**src/rtl/adder_seq_ctrl.sv**
```systemverilog
// adder_seq_ctrl: performs a WIDTH*WORDS-bit add by running one external
// WIDTH-bit adder slice once per cycle, carry chained from LSB to MSB.
// Operands are accepted and results returned over valid/ready handshakes.
module adder_seq_ctrl #(
    parameter  int WIDTH = 8,
    parameter  int WORDS = 4,
    localparam int N     = WIDTH * WORDS,
    localparam int IDX_W = (WORDS > 1) ? $clog2(WORDS) : 1
) (
    input  logic             clk,
    input  logic             rst_n,
    // request side
    input  logic             start_valid,
    output logic             start_ready,
    input  logic [N-1:0]     op_a,
    input  logic [N-1:0]     op_b,
    input  logic             op_cin,
    // response side
    output logic             res_valid,
    input  logic             res_ready,
    output logic [N-1:0]     res_sum,
    output logic             res_cout,
    output logic             busy,
    // shared adder slice
    output logic [WIDTH-1:0] add_a,
    output logic [WIDTH-1:0] add_b,
    output logic             add_cin,
    input  logic [WIDTH-1:0] add_sum,
    input  logic             add_cout
);

    typedef enum logic [1:0] {
        IDLE = 2'd0,
        RUN  = 2'd1,
        DONE = 2'd2
    } state_t;

    state_t             state_reg;
    state_t             state_next;
    logic [IDX_W-1:0]   idx_reg;
    logic               carry_reg;
    logic [N-1:0]       op_a_reg;
    logic [N-1:0]       op_b_reg;
    logic [N-1:0]       res_sum_reg;
    logic               res_cout_reg;

    logic               accept;
    logic               last_slice;
    logic [WIDTH-1:0]   a_slices [WORDS];
    logic [WIDTH-1:0]   b_slices [WORDS];

    // Split the latched operands into per-slice views so the active slice
    // can be picked with a plain array index.
    for (genvar gi = 0; gi < WORDS; gi++) begin : g_slice
        assign a_slices[gi] = op_a_reg[gi*WIDTH +: WIDTH];
        assign b_slices[gi] = op_b_reg[gi*WIDTH +: WIDTH];
    end

    assign accept     = start_valid && (state_reg == IDLE);
    assign last_slice = (idx_reg == IDX_W'(WORDS - 1));

    // State register.
    always_ff @(posedge clk or negedge rst_n) begin
        if (!rst_n) begin
            state_reg <= IDLE;
        end else begin
            state_reg <= state_next;
        end
    end

    // Next-state decode and handshake / adder-drive outputs.
    always_comb begin
        state_next  = state_reg;
        start_ready = 1'b0;
        res_valid   = 1'b0;
        busy        = 1'b0;
        add_a       = '0;
        add_b       = '0;
        add_cin     = 1'b0;
        case (state_reg)
            IDLE: begin
                start_ready = 1'b1;
                if (start_valid) begin
                    state_next = RUN;
                end
            end
            RUN: begin
                busy    = 1'b1;
                add_a   = a_slices[idx_reg];
                add_b   = b_slices[idx_reg];
                add_cin = carry_reg;
                if (last_slice) begin
                    state_next = DONE;
                end
            end
            DONE: begin
                busy      = 1'b1;
                res_valid = 1'b1;
                // idx and carry are frozen on the last slice, so the adder
                // keeps seeing the inputs of the final slice.
                add_a     = a_slices[idx_reg];
                add_b     = b_slices[idx_reg];
                add_cin   = carry_reg;
                if (res_ready) begin
                    state_next = IDLE;
                end
            end
            default: begin
                state_next = IDLE;
            end
        endcase
    end

    // Operand capture, slice sequencing and result accumulation.
    always_ff @(posedge clk or negedge rst_n) begin
        if (!rst_n) begin
            idx_reg      <= '0;
            carry_reg    <= 1'b0;
            op_a_reg     <= '0;
            op_b_reg     <= '0;
            res_sum_reg  <= '0;
            res_cout_reg <= 1'b0;
        end else begin
            case (state_reg)
                IDLE: begin
                    if (accept) begin
                        op_a_reg     <= op_a;
                        op_b_reg     <= op_b;
                        carry_reg    <= op_cin;
                        idx_reg      <= '0;
                        res_sum_reg  <= '0;
                        res_cout_reg <= 1'b0;
                    end
                end
                RUN: begin
                    for (int i = 0; i < WORDS; i++) begin
                        if (idx_reg == IDX_W'(i)) begin
                            res_sum_reg[i*WIDTH +: WIDTH] <= add_sum;
                        end
                    end
                    if (last_slice) begin
                        // Carry-out of the top slice is the result carry;
                        // idx and carry stay put so the adder inputs hold.
                        res_cout_reg <= add_cout;
                    end else begin
                        carry_reg <= add_cout;
                        idx_reg   <= idx_reg + 1'b1;
                    end
                end
                default: begin
                end
            endcase
        end
    end

    assign res_sum  = res_sum_reg;
    assign res_cout = res_cout_reg;

endmodule

```
**config.mk**
```make
export PLATFORM = sky130hd
export DESIGN_NAME = adder_seq_ctrl
export DESIGN_NICKNAME = d
export VERILOG_FILES = /design/src/rtl/adder_seq_ctrl.sv
export SDC_FILE = /design/constraint.sdc
export NUM_CORES = 1
export LEC_CHECK = 0
export ABC_AREA = 1
export CAP_MARGIN = 25
export CORE_MARGIN = 5
export CORE_UTILIZATION = 40
export CTS_CLUSTER_DIAMETER = 200
export CTS_CLUSTER_SIZE = 8
export DETAILED_ROUTE_END_ITERATION = 10
export PLACE_DENSITY = 0.68
export RECOVER_POWER = 50
export SKIP_CTS_REPAIR_TIMING = 1
export SLEW_MARGIN = 20
export SYNTH_ARGS = -nofsm -noshare
export SYNTH_HDL_FRONTEND = slang
export SYNTH_SLANG_ARGS = --single-unit
```
**constraint.sdc**
```tcl
create_clock -name clk -period 2.5 [get_ports clk]
set_input_delay 0.5 -clock clk [delete_from_list [all_inputs] [get_ports clk]]
set_output_delay 0.5 -clock clk [all_outputs]
set_load 0.01 [all_outputs]
```
==> parameters.txt <==
Parameter                              Value

Routing
  Number of nets with antenna violations after detailed routing    0
  Uppermost metal layer occupied by signal nets    met4
  Total Wirelength    12600 um
  Detailed-routing iteration count for the pre-antenna-repair pass    5
  DRC violation count after routing    0
  Post-DR vias/cell    4.84
  Routed length on met2    5670 um
  Wire per inst    14.4 um
  Detailed-route wire length on metal 1    5820 um
  Routed met3 length    908 um
  Vias    4250
  Number of violations reported at the end of detailed-routing iteration 0    243

Yosys
  Cell type contributing the most total cell area after synthesis    sky130_fd_sc_hd__dfrtp_1
  Share of flip-flops with an asynchronous set or reset after synthesis    100%
  Cells after Synth    608
  Unique cell type count in the Yosys netlist    18
  Most frequent cells after synthesis    sky130_fd_sc_hd__nand2_1, sky130_fd_sc_hd__dfrtp_1, sky130_fd_sc_hd__inv_1
  Post-Syn Nets    695
  Share of the yosys chip area belonging to registers    53.3%
  Cell area after technology mapping    4790 sq um
  Number of flops mapped to enable cells by yosys    0
  Top FF cell, synth    sky130_fd_sc_hd__dfrtp_1
  Most frequently used cell type in the post-synthesis netlist    sky130_fd_sc_hd__nand2_1
  Number of register bits inferred by synthesis    102
  Post-synth top area share    53.3%
  YS warnings    0
  Average cell area after synthesis    7.87 sq um
  Biggest area contributors in the synthesized netlist    sky130_fd_sc_hd__dfrtp_1, sky130_fd_sc_hd__nand2_1, sky130_fd_sc_hd__a21oi_1, sky130_fd_sc_hd__nand3_1, sky130_fd_sc_hd__inv_1

Final layout
  Layout overhead on the synthesized area    35.8%
  Share of cells above drive strength 1    4.51%
  N_diodes    0
  Total number of nets in the final design    816

Timing
  Rel. slew slack    18.7%
  Unrepaired setup endpoints after global routing    false
  Transition time of the tightest slew-check pin    1.22 ns
  Final setup slack of the worst path    0.224 ns
  Number of pins exceeding their max-slew limit in the final report    0
  Highest clock frequency the design can meet    0.439 GHz
  Worst clock skew    0.00361 ns
  Finish-stage setup viols    0
  Final critical delay including setup and external delays    2.28 ns
  Final Cycle Share    91.0%
  Number of hold violations in the final report    0

Global routing
  Gr ovfl total    0
  Via count of the first global-routing pass    4310
  Initial antenna violation count    0
  Pin count of the biggest net entering global routing    105
  Global-route wire length before repair    21000 um
  Global-route total usage across every layer    18.1%

Power and ir drop
  Power share of the combinational group    51.3%
  Post-layout power    0.00819 W
  Largest voltage drop on the vdd net    0.665 mV
  Fraction of power spent switching nets    40.5%
  Int Pwr    0.00488 W
  Leak    3.48 nW
  Sequential share of power    33.0%
  Pwr dens    1260 nW/um^2
  Share of power burned in the clock network    15.7%
  Switch Pwr    0.00331 W

Clock tree
  Clock root buffer    sky130_fd_sc_hd__clkbuf_16
  Clock-pin slew of the registers on the worst-case setup and hold paths    0.07 ns
  Maximum clock path buffer count    2
  TritonCTS Sinks    102
  TritonCTS clock tree    yes
  Total number of H-tree levels    3
  Number of buffers created by CTS    9
  Clock network latency to the later pin of the worst-skew pair    0.34 ns

Job
  Number of violations of the max-capacitance limit    0

Critical path
  Data arrival time of the critical path    1.78 ns
  Required time reported for the critical path endpoint    2.00 ns
  Critical Path End Type    primary output
  Critical path peak fanout    4
  Type of the worst setup path    flip-flop to primary output
  Startpoint type of the worst setup path    flip-flop

Run status
  Result of the run    finished clean

Place
  Placer congestion estimate    0.836
  Worst slack, placed    0.232 ns
  Count of buffers inserted at the top-level ports    130
  Dpl hpwl    9110 um

Hold path
  Path category of the worst min-delay check    input pin to async pin

Floorplanning
  Chip width    119 um
  Die extent in y    119 um
  Core Footprint    11900 sq um
  Ports placed on the boundary    131
  Die Area    14300 sq um
  Number of placement rows    40
  Starting density of the core    40.3%
[placed cells by master, fill, tap and decap left out, drive strengths merged]
master and n:
a21oi 80, and2 1, buf 8, clkbuf 17
clkdlybuf4s50 113, clkinv 2, clkinvlp 3, dfrtp 102
dlymetal6s2s 16, ha 9, inv 82, nand2 159
nand3 66, nand3b 1, nor2 64, o21ai 6
or2 3
[power groups by stage]
stage / Combinational, W / Clock (W) / Sequential, W
after global placement: 0.00422 / 0 / 0.00272
after CTS: 0.00433 / 0.00131 / 0.00271
final: 0.00420 / 0.00129 / 0.00271
after floorplan: 0.00236 / 0 / 0.00278
after detailed placement: 0.00430 / 0 / 0.00274
after global routing: 0.00470 / 0.00138 / 0.00279
[metrics by stage]
stage | setup TNS [ns] | util (%) | instance area, sq um | hold WS, ns | std cells
3_5_place_dp | 0 | 52.6 | 6230 | 0.461 | 864
4_1_cts | -1.80 | 54.8 | 6500 | 0.210 | 878
3_3_place_gp | 0 | 52.6 | 6230 | 0.459 | 864
2_1_floorplan | 0 | - | 4790 | 0.204 | 608
6_report | 0 | 54.8 | 6500 | 0.404 | 879
5_1_grt | 0 | 54.8 | 6500 | 0.499 | 879
[kinds of logic (layout without fill, tap and decap cells)]
logic type / Yosys count / after routing / share of synthesized area (%)
simple gates: 294 / 294 / 25.2
flops: 102 / 102 / 53.3
fa+ha+maj: 9 / 9 / 2.35
buf+inv: 117 / 241 / 9.86
compound gates: 86 / 86 / 9.23
[area by class of cell]
type | instances | area [sq um]
inverter | 84 | 315
fill | 1118 | 5360
multi-input combinational | 389 | 1760
tap | 147 | 184
clock inverter | 3 | 22.5
clock buffer | 11 | 243
sequential | 102 | 2550
timing repair buffer | 143 | 1420
[per-layer routing]
layer  vias up  GRT usage (%)
met2       148           27.4
li1       2119              -
met1      1967           25.4
met5         -              0
met4         0           6.37
met3        16           4.51
[worst paths after layout]
kind / start / endpoint / slack [ns] / depth (start not counted)
min in group clk: res_sum[1] / res_sum[1] / 0.48 / 2
max reg2reg: state_reg[1] / res_sum[25] / 0.31 / 7
max in group asynchronous: rst_n / op_b_reg[17] / 0.60 / 2
min reg2reg: res_sum[1] / res_sum[1] / 0.48 / 2
min: rst_n / res_sum[10] / 0.40 / 1
max: state_reg[1] / add_cin / 0.22 / 5
[worst max-delay path, cell delays in order, from the launching register on]
cell                              delay, ns
sky130_fd_sc_hd__dfrtp_1               0.38
sky130_fd_sc_hd__inv_1                 0.10
sky130_fd_sc_hd__ha_1                  0.32
sky130_fd_sc_hd__nand2_1               0.07
sky130_fd_sc_hd__inv_1                 0.05
sky130_fd_sc_hd__clkdlybuf4s50_1       0.52
No activity file was read; power rests on OpenSTA's default activity.
